## src/rtl/fpu_arbiter_pkg.sv

```systemverilog
// Shared FPU opcode encoding and arbiter FSM state type.
package fp;

    typedef enum logic [1:0] {
        FOP_ADD = 2'd0,
        FOP_SUB = 2'd1,
        FOP_MUL = 2'd2,
        FOP_DIV = 2'd3
    } fop_e;

    typedef enum logic [1:0] {
        ST_RUN    = 2'd0,
        ST_DRAIN  = 2'd1,
        ST_HALTED = 2'd2
    } arb_state_e;

endpackage

```

## src/rtl/fpu_arbiter_rr_arbiter.sv

```systemverilog
// Combinational round-robin picker: first requester at or above ptr_i, wrapping.
module rr_arbiter #(
    parameter  int NREQ = 4,
    localparam int PW   = (NREQ > 1) ? $clog2(NREQ) : 1
) (
    input  logic [NREQ-1:0] req_i,
    input  logic [PW-1:0]   ptr_i,
    output logic [NREQ-1:0] grant_o
);

    localparam logic [PW:0] NREQ_W = (PW+1)'(NREQ);

    logic [PW:0]   sum;
    logic [PW-1:0] idx;

    // Walk offsets from farthest to nearest so the nearest requester wins.
    always_comb begin
        grant_o = '0;
        sum     = '0;
        idx     = '0;
        for (int off = NREQ - 1; off >= 0; off--) begin
            sum = {1'b0, ptr_i} + (PW+1)'(off);
            if (sum >= NREQ_W) begin
                sum = sum - NREQ_W;
            end
            idx = sum[PW-1:0];
            if (req_i[idx]) begin
                grant_o      = '0;
                grant_o[idx] = 1'b1;
            end
        end
    end

endmodule

```

## src/rtl/fpu_arbiter.sv

```systemverilog
// Shares one fixed-latency pipelined FPU among NREQ requesters with round-robin
// issue, an index tag pipeline for in-order response routing, and a drain/halt FSM.
module fpu_arbiter
    import fp::*;
#(
    parameter  int NREQ    = 4,
    parameter  int NX      = 8,
    parameter  int NM      = 23,
    parameter  int LATENCY = 3,
    localparam int W       = 1 + NX + NM,
    localparam int IW      = (NREQ > 1) ? $clog2(NREQ) : 1,
    localparam int CW      = $clog2(LATENCY + 3)
) (
    input  logic              CLK,
    input  logic              RST_N,
    input  logic [NREQ-1:0]   REQ_VALID,
    output logic [NREQ-1:0]   REQ_READY,
    input  logic [2*NREQ-1:0] REQ_OP,
    input  logic [W*NREQ-1:0] REQ_A,
    input  logic [W*NREQ-1:0] REQ_B,
    output logic              FPU_VALID,
    output logic [1:0]        FPU_OP,
    output logic [W-1:0]      FPU_A,
    output logic [W-1:0]      FPU_B,
    input  logic [W-1:0]      FPU_RES,
    output logic [NREQ-1:0]   RSP_VALID,
    output logic [W-1:0]      RSP_DATA,
    input  logic              HALT,
    output logic              HALTED,
    output arb_state_e        DBG_STATE
);

    typedef struct packed {
        logic          sign;
        logic [NX-1:0] exp;
        logic [NM-1:0] man;
    } ieee754_t;

    arb_state_e        state_q, state_d;
    logic [IW-1:0]     ptr_q, ptr_d;
    logic [CW-1:0]     cnt_q, cnt_d;
    logic              fpu_valid_q;
    fop_e              fpu_op_q;
    ieee754_t          fpu_a_q, fpu_b_q;
    logic [IW-1:0]     fpu_idx_q;
    logic [LATENCY-1:0] tag_vld_q;
    logic [IW-1:0]     tag_idx_q [LATENCY];
    logic [NREQ-1:0]   rsp_valid_q;
    logic [W-1:0]      rsp_data_q;

    logic [NREQ-1:0]   grant;
    logic [IW-1:0]     gidx;
    logic              hs;
    logic              rsp_any;

    rr_arbiter #(.NREQ(NREQ)) u_rr (
        .req_i   (REQ_VALID),
        .ptr_i   (ptr_q),
        .grant_o (grant)
    );

    // A transfer happens when REQ_VALID[i] & REQ_READY[i]; READY never waits on
    // anything but arbitration, and is dropped combinationally by HALT or reset.
    assign REQ_READY = (RST_N && state_q == ST_RUN && !HALT) ? grant : '0;
    assign hs        = |REQ_READY;
    assign rsp_any   = |rsp_valid_q;

    always_comb begin
        gidx = '0;
        for (int i = 0; i < NREQ; i++) begin
            if (grant[i]) begin
                gidx = IW'(i);
            end
        end
    end

    always_comb begin
        ptr_d = ptr_q;
        if (hs) begin
            ptr_d = (gidx == IW'(NREQ - 1)) ? '0 : gidx + 1'b1;
        end
    end

    always_comb begin
        cnt_d = cnt_q;
        if (hs && !rsp_any) begin
            cnt_d = cnt_q + 1'b1;
        end else if (!hs && rsp_any) begin
            cnt_d = cnt_q - 1'b1;
        end
    end

    // Drain completes on the cycle the last response is on the wire.
    always_comb begin
        state_d = state_q;
        unique case (state_q)
            ST_RUN:    if (HALT)          state_d = ST_DRAIN;
            ST_DRAIN:  if (cnt_d == '0)   state_d = ST_HALTED;
            ST_HALTED: if (!HALT)         state_d = ST_RUN;
            default:                      state_d = ST_RUN;
        endcase
    end

    always_ff @(posedge CLK or negedge RST_N) begin
        if (!RST_N) begin
            state_q     <= ST_RUN;
            ptr_q       <= '0;
            cnt_q       <= '0;
            fpu_valid_q <= 1'b0;
            fpu_op_q    <= FOP_ADD;
            fpu_a_q     <= '0;
            fpu_b_q     <= '0;
            fpu_idx_q   <= '0;
            tag_vld_q   <= '0;
            for (int k = 0; k < LATENCY; k++) begin
                tag_idx_q[k] <= '0;
            end
            rsp_valid_q <= '0;
            rsp_data_q  <= '0;
        end else begin
            state_q     <= state_d;
            ptr_q       <= ptr_d;
            cnt_q       <= cnt_d;
            fpu_valid_q <= hs;
            if (hs) begin
                fpu_op_q  <= fop_e'(REQ_OP[gidx*2 +: 2]);
                fpu_a_q   <= ieee754_t'(REQ_A[gidx*W +: W]);
                fpu_b_q   <= ieee754_t'(REQ_B[gidx*W +: W]);
                fpu_idx_q <= gidx;
            end
            tag_vld_q[0] <= fpu_valid_q;
            tag_idx_q[0] <= fpu_idx_q;
            for (int k = 1; k < LATENCY; k++) begin
                tag_vld_q[k] <= tag_vld_q[k-1];
                tag_idx_q[k] <= tag_idx_q[k-1];
            end
            rsp_valid_q <= tag_vld_q[LATENCY-1]
                         ? ({{(NREQ-1){1'b0}}, 1'b1} << tag_idx_q[LATENCY-1]) : '0;
            if (tag_vld_q[LATENCY-1]) begin
                rsp_data_q <= FPU_RES;
            end
        end
    end

    assign FPU_VALID = fpu_valid_q;
    assign FPU_OP    = fpu_op_q;
    assign FPU_A     = fpu_a_q;
    assign FPU_B     = fpu_b_q;
    assign RSP_VALID = rsp_valid_q;
    assign RSP_DATA  = rsp_data_q;
    assign HALTED    = (state_q == ST_HALTED);
    assign DBG_STATE = state_q;

endmodule

```

## config.mk

```make
export PLATFORM = sky130hd
export DESIGN_NAME = fpu_arbiter
export DESIGN_NICKNAME = d
export VERILOG_FILES = /design/src/rtl/fpu_arbiter_pkg.sv /design/src/rtl/fpu_arbiter_rr_arbiter.sv /design/src/rtl/fpu_arbiter.sv
export SDC_FILE = /design/constraint.sdc
export NUM_CORES = 1
export LEC_CHECK = 0
export CAP_MARGIN = 20
export CORE_AREA = 2 2 158 160
export DETAILED_ROUTE_END_ITERATION = 7
export DIE_AREA = 0 0 160 162
export GPL_TIMING_DRIVEN = 0
export PLACE_DENSITY = 0.61
export SYNTH_ARGS = -nofsm -noshare
export SYNTH_HDL_FRONTEND = slang
export SYNTH_HIERARCHICAL = 1
export SYNTH_SLANG_ARGS = --single-unit
```

## constraint.sdc

```tcl
create_clock -name CLK -period 7.35 [get_ports CLK]
set_input_delay 1.47 -clock CLK [delete_from_list [all_inputs] [get_ports CLK]]
set_output_delay 1.47 -clock CLK [all_outputs]
set_load 0.05 [all_outputs]
```

==> key figures, run 1 <==
Logic synthesis
  – Post-Synthesis Cells: between 700 and 800
  – Number of distinct standard cells referenced by the synthesized netlist: 46
  – Async set or reset register ratio after synthesis: 100%
  – Leading post-synthesis cells by cell area: dfrtp_1 44%, mux2i_1 10%, o211ai_1 6.9%, o21a_1 6.9%, mux2_2 5.2%
  – Mean instance size in the synthesized netlist: 9.66 um^2
  – Register bit total from synthesis: 121
  – Sequential area share after synthesis: 43.9%
  – Number of nets in the synthesized netlist: 1028
  – Dominant register cell in the synthesized netlist: dfrtp_1
  – Count of flip-flops with a built-in enable after synthesis: 0
  – Top-area cell type share of the netlist area: 43.9%
  – Area leader, netlist: dfrtp_1
  – Synth Warn #: 6
  – Mapped cell area: around 6900 um^2

Pwr
  – Cell area power density: between 400 and 500 nW/um^2
  – Worst supply voltage drop on vdd: between 150 and 200 uV
  – Pleak: 0.00481 uW

STA
  – Total negative slack: 0 ns
  – RSZ-0062 raised after global routing: false
  – Fin crit period: 6.90 ns
  – Final worst-path setup slack: 0.453 ns
  – Worst hold-check slack: 0.347 ns
  – Max Transition Viols Final: 0
  – Final setup violation count: 0
  – Final critical-path share of the clock period: 93.8%
  – Worst Tran Pin Value: around 0.88 ns
  – Post-Route Skew: 0.0172 ns
  – Fmax achieved: around 0.14 GHz
  – Worst slew margin relative to its limit: between 40% and 50%
  – Hold Vio Cnt, Final: 0

Detailed routing
  – Drt drc: 0
  – Drt first-iter violations: 346
  – Vias per cell: 4.74
  – Routed via count: 7045
  – WL/cell: 19.5 um
  – Final wirelength: 28900 um
  – Number of search-and-repair iterations in the first detailed-routing pass: 5
  – ANT nets after route: 0

Critical path
  – Logic depth of the worst register-to-register path: 12
  – Data required, critical path: approximately 5.9 ns
  – Cells along the critical path: clkdlybuf4s50_1, mux4_2, nor2b_2, nand2_1, a31oi_1, clkbuf_1, clkbuf_1, clkbuf_1, and2_1, clkdlybuf4s50_1
  – Nature of the critical path endpoint: output port
  – CP max-delay cell: clkdlybuf4s50_1
  – Arrival time reported for the critical path endpoint: 5.43 ns
  – CP top delay family: buffers and inverters
  – Library cell appearing most often on the critical path: clkbuf_1
  – Largest stage delay, worst path: between 0.8 and 0.9 ns
  – Kind of launch point of the worst setup path: primary input
  – End of the worst register-to-register path: FPU_B[28]$_DFFE_PN0P_
  – Slack of the worst reg-to-reg path: 3.29 ns
  – Critical-path maximum fanout: 10
  – Sum of buffers and inverters on the critical path: 5
  – FF-to-FF Start: ptr_q[1]$_DFFE_PN0P_
  – Setup CP Type: in -> out

Layout
  – Synthesis-to-finish area growth: 74.8%
  – Cell area after layout: 12100 um^2
  – Most frequent cells in the layout: 411 x clkdlybuf4s50_1, 121 x dfrtp_1, 85 x nand2_1
  – Nets: 1460
  – Share of post-route cells with drive strength above 1: 7.94%
  – Most common cell after layout, fill and taps aside: clkdlybuf4s50_1
  – Post-Route Utilization: 50.0%

Clock network
  – Maximum count of clock buffers along a single path: 2
  – Setup fix buffers added after clock tree synthesis: 0
  – TritonCTS buffer count: 17
  – Post-CTS Resized: 0
  – Clock slew seen by the registers of the worst setup and hold paths: 0.06 ns
  – Later-pin clock latency in the skew report: 0.43 ns
  – Clock tree from TritonCTS: done
  – Root Buffer: clkbuf_16
  – Hold_buf cts: 0
  – Count of H-tree levels built during CTS: 4
  – Clock Sink Count: about 120

Die
  – Initial cell density of the core: ~29%
  – Full die area: 25900 um^2
  – Row Count: 57
  – Num ports: ~410
  – Die boundary width: 160 um
  – Core region area: 24100 um^2
  – Y dimension of the die: 162 um

Placed design
  – Routability-driven placement congestion ratio: 0.858
  – Quantity of I/O buffers inserted on ports: ~410
  – Detailed placer's ending HPWL: 23100 um
  – Post-Place Setup Slack: roughly 0.36 ns
  – Area after DPL: between 10000 and 15000 um^2

Global route
  – Total congestion overflow: 0
  – Global-route wire length before repair: 43400 um
  – Via count of the first global-routing pass: 7328
  – Initial antenna violation count: 4
  – Tot GR Track Use: 22.0%
  – Maximum number of pins on one net before global-route repair: 66

Min path
  – Hold Path End: tag_vld_q[1]$_DFF_PN0_
  – Number of cells traversed by the worst hold path: 0
  – Hold WC Path Type: reg -> reg
  – Worst Min Path Start: tag_vld_q[0]$_DFF_PN0_

Job
  – Number of maximum-capacitance violations: 0

Run status
  – Result of the run: finished, final reports clean
==> report_power, final <==
group	switching [uW]	internal (uW)	leakage, uW
clock network	350	508	0.000282
registers	179	982	0.00143
logic	2450	1380	0.00309
total	2980	2870	0.00481
==> area by class of cell <==
| cell class | instances | area, um^2 |
|---|---|---|
| fillers | 2375 | 12100 |
| repair buffers | 413 | 4150 |
| multi-input cells | 521 | 3570 |
| flip-flops and latches | 121 | 3030 |
| clock buffers | 18 | 429 |
| well taps | 324 | 405 |
| plain buffers | 59 | 251 |
| clock inverters | 14 | 163 |
| inverters | 13 | 48.8 |
| diodes | 3 | 7.51 |
==> state kept, by name, summed over array words and instances, names as in the netlist <==
name,cells
FPU_A,32
FPU_B,32
RSP_DATA,32
tag_idx_q,6
RSP_VALID,4
cnt_q,3
tag_vld_q,3
DBG_STATE,2
FPU_OP,2
fpu_idx_q,2
ptr_q,2
FPU_VALID,1
==> logic make-up after synthesis <==
logic type,share of synthesized area (%)
fa+ha+maj,2.00
simple gates,11.3
buf+inv,4.35
flops,43.9
compound gates,21.3
xor+xnor,0.381
mux,16.7
==> worst reg2reg max path, stage by stage (launching register included) <==
cell and delay, ns:
dfrtp_1 0.43, clkbuf_2 0.22, inv_1 0.11, ha_1 0.35, or2b_1 0.24, o22ai_1 0.18, a211oi_1 0.11, o31ai_1 0.50
clkbuf_1 0.62, clkbuf_1 0.59, a21oi_1 0.26, o211ai_1 0.27, o21a_1 0.15
==> cells in the mapped netlist, types with 3 or more instances <==
cell type,number
a31oi_1,4
mux2_2,32
clkbuf_1,40
a21oi_1,66
dfrtp_1,121
buf_2,10
nor2_1,73
inv_1,12
o21ai_0,6
o21a_1,63
buf_1,5
xnor2_1,3
o22ai_1,7
mux2i_1,70
nand2_1,85
o211ai_1,63
mux4_2,3
a221oi_1,3
ha_1,11
nor2b_1,3
and2_1,4
==> per-stage QoR <==
stage,std cells,total power [uW]
after floorplan,714,3660
after global placement,1450,5020
after detailed placement,1451,5040
after CTS,1483,5920
after global routing,1486,6220
final,1486,5850
==> worst max path at each step <==
stage	slack (ns)	cells after the start	from	to
2_1_floorplan	2.27	8	REQ_VALID[1]	REQ_READY[3]
3_3_place_gp	-2.64	4	RST_N	REQ_READY[0]
3_5_place_dp	0.36	10	REQ_VALID[1]	REQ_READY[3]
4_1_cts	0.36	10	REQ_VALID[1]	REQ_READY[3]
5_1_grt	0.11	10	REQ_VALID[1]	REQ_READY[3]
6_report	0.45	10	REQ_VALID[0]	REQ_READY[3]
==> metal layers <==
metal | global-route usage [%] | share of wire [%]
met2 | 40.0 | 51
met1 | 25.2 | 40
met5 | 0 | 0.045
met4 | 6.22 | 1.4
met3 | 6.69 | 7.8
No activity file was read; power rests on OpenSTA's default activity.
==> run 2, diff against run 1 <==
RECOVER_POWER = 50   (was default)
==> run 2 against run 1 <==
  * Final area stayed put
  * Non-clock buffer count stayed put
  * Combinational power hardly changed
  * Sequential power hardly changed
  * Sequential share of layout area stayed put
  * Clock power hardly changed
  * Critical endpoint unchanged
==> key figures, run 2 (synthesis results as in run 1) <==
STA
  – Worst Tran Pin Value: 0.911 ns (+0.0314 ns)
  – RSZ-0062 raised after global routing: false
  – Max Transition Viols Final: 0 (unchanged)
  – Worst slew margin relative to its limit: 38.7% (-2.1 points)
  – Fin crit period: 6.91 ns (+0.00901 ns)
  – Final setup violation count: 0 (unchanged)
  – Fmax achieved: 0.145 GHz (-0.13%)
  – Hold Vio Cnt, Final: 0 (unchanged)
  – Final critical-path share of the clock period: 94.0% (+0.12 points)
  – Post-Route Skew: 0.0174 ns (+0.000262 ns)

Global route
  – Global-route wire length before repair: 43400 um (unchanged)
  – Tot GR Track Use: 22.0% (unchanged)
  – Maximum number of pins on one net before global-route repair: 66 (unchanged)
  – Initial antenna violation count: 4 (unchanged)
  – Total congestion overflow: 0 (unchanged)
  – Via count of the first global-routing pass: 7328 (unchanged)

Critical path
  – Nature of the critical path endpoint: output port
  – CP max-delay cell: clkdlybuf4s50_1
  – Kind of launch point of the worst setup path: primary input
  – Critical-path maximum fanout: 10 (unchanged)
  – Arrival time reported for the critical path endpoint: 5.44 ns (about the same)
  – CP top delay family: buffers and inverters
  – Largest stage delay, worst path: 0.81 ns (about the same)
  – Sum of buffers and inverters on the critical path: 5 (unchanged)
  – Setup CP Type: in -> out
  – Library cell appearing most often on the critical path: clkbuf_1
  – Cells along the critical path: clkdlybuf4s50_1, mux4_2, nor2b_2, nand2_1, a31oi_1, clkbuf_1, clkbuf_1, clkbuf_1, and2_1, clkdlybuf4s50_1
  – Data required, critical path: 5.88 ns (about the same)

Placed design
  – Quantity of I/O buffers inserted on ports: 412 (unchanged)
  – Routability-driven placement congestion ratio: 0.858 (unchanged)
  – Post-placement cell count: 1451 (unchanged)
  – Area after DPL: 11500 um^2 (unchanged)
  – Detailed placer's ending HPWL: 23100 um (unchanged)

Detailed routing
  – ANT nets after route: 0 (unchanged)
  – Routed via count: 7069 (+0.34%)
  – Drt drc: 0 (unchanged)
  – Final wirelength: 29000 um (about the same)
  – Vias per cell: 4.76 (+0.34%)
  – Number of search-and-repair iterations in the first detailed-routing pass: 5 (unchanged)
  – WL/cell: 19.5 um (about the same)
  – Drt first-iter violations: 323 (-6.6%)

Layout
  – Sequential Area: 3030 um^2 (unchanged)
  – Most common cell after layout, fill and taps aside: clkdlybuf4s50_1
  – Most frequent cells in the layout: 395 x clkdlybuf4s50_1, 121 x dfrtp_1, 85 x nand2_1
  – Cell area after layout: 12100 um^2 (unchanged)
  – Share of post-route cells with drive strength above 1: 7.94% (unchanged)
  – Fill cell count: 2375 (unchanged)
  – Layout Cells excl Fill: 1486 (unchanged)
  – Synthesis-to-finish area growth: 74.8% (unchanged)
  – Nets: 1460 (unchanged)
  – Combined area of the multi-input logic cells: 3570 um^2 (unchanged)

Clock network
  – TritonCTS buffer count: 17 (unchanged)
  – Root Buffer: clkbuf_16
  – Clock slew seen by the registers of the worst setup and hold paths: 0.06 ns (about the same)
  – Count of H-tree levels built during CTS: 4 (unchanged)
  – Clock tree from TritonCTS: done
  – Setup fix buffers added after clock tree synthesis: 0 (unchanged)
  – Clock Sink Count: 121 (unchanged)
  – Later-pin clock latency in the skew report: 0.42 ns (about the same)
  – Maximum count of clock buffers along a single path: 2 (unchanged)
  – Post-CTS Resized: 0 (unchanged)
  – Hold_buf cts: 0 (unchanged)

Run status
  – Result of the run: finished, final reports clean

Die
  – Initial cell density of the core: 28.6% (unchanged)
  – Core region area: 24100 um^2 (unchanged)
  – Die boundary width: 160 um (unchanged)
  – Full die area: 25900 um^2 (unchanged)
  – Row Count: 57 (unchanged)
  – Y dimension of the die: 162 um (unchanged)
  – Num ports: 413 (unchanged)

Job
  – Number of maximum-capacitance violations: 0 (unchanged)

Pwr
  – Comb power frac: 65.4% (about the same)
  – Psw: 2980 uW (about the same)
  – Pleak: 0.00482 uW (+0.19%)
  – Switching share of power: 51.0% (+0.084 points)
  – Worst supply voltage drop on vdd: 194 uV (-1.0%)
  – Portion of total power attributed to the clock network: 14.7% (about the same)
  – Cell area power density: 484 nW/um^2 (-0.20%)
  – Internal cell power: 2860 uW (-0.37%)
  – Sequential fraction of design power: 19.9% (about the same)
  – Post-layout power: 5840 uW (-0.20%)

Min path
  – Hold WC Path Type: reg -> reg
-- run 2: power groups by stage --
stage	registers, uW	logic [uW]	clock network [uW]
CTS	1160	3880	878
global placement	1160	3860	0
global route	1210	4090	909
finish	1160	3820	857
floorplan	2140	1520	0
detailed placement	1170	3870	0
-- run 2: worst paths after layout --
path	cells after the start	slack, ns	startpoint	to
worst min register to register	0	0.35	tag_vld_q[0]$_DFF_PN0_	tag_vld_q[1]$_DFF_PN0_
worst max-delay path	10	0.44	REQ_VALID[0]	REQ_READY[3]
worst max register to register	12	3.30	ptr_q[1]$_DFFE_PN0P_	FPU_B[25]$_DFFE_PN0P_
max in group asynchronous	2	5.56	RST_N	FPU_B[18]$_DFFE_PN0P_
worst min-delay path	0	0.35	tag_vld_q[0]$_DFF_PN0_	tag_vld_q[1]$_DFF_PN0_
min in group asynchronous	1	1.01	RST_N	RSP_DATA[10]$_DFFE_PN0P_
-- run 2: metrics by stage --
| step | setup WS (ns) | hold WS, ns | utilization [%] | setup TNS (ns) |
|---|---|---|---|---|
| after floorplan | 2.27 | 0.331 | - | 0 |
| after global placement | -2.64 | 0.334 | 47.4 | -187.45 |
| after detailed placement | 0.364 | 0.337 | 47.5 | 0 |
| after CTS | 0.361 | 0.345 | 50.0 | 0 |
| after global routing | 0.106 | 0.356 | 50.0 | 0 |
| final | 0.444 | 0.348 | 50.0 | 0 |
-- run 2: routing by layer --
layer	share of wire [%]	track usage, %	vias to the layer above
met5	0.045	0	-
met4	1.5	6.22	2
met3	7.7	6.69	29
met2	51	40.0	298
met1	40	25.2	3315
li1	-	-	3425
-- run 2: area by class of cell --
cell class	instances	area share, %
Inverter	13	0.405
Clock buffer	18	3.56
Sequential cell	121	25.1
Clock inverter	14	1.35
Multi-Input combinational cell	521	29.6
Tap cell	324	3.36
Antenna cell	3	0.0623
Timing Repair Buffer	413	34.5
Buffer	59	2.09
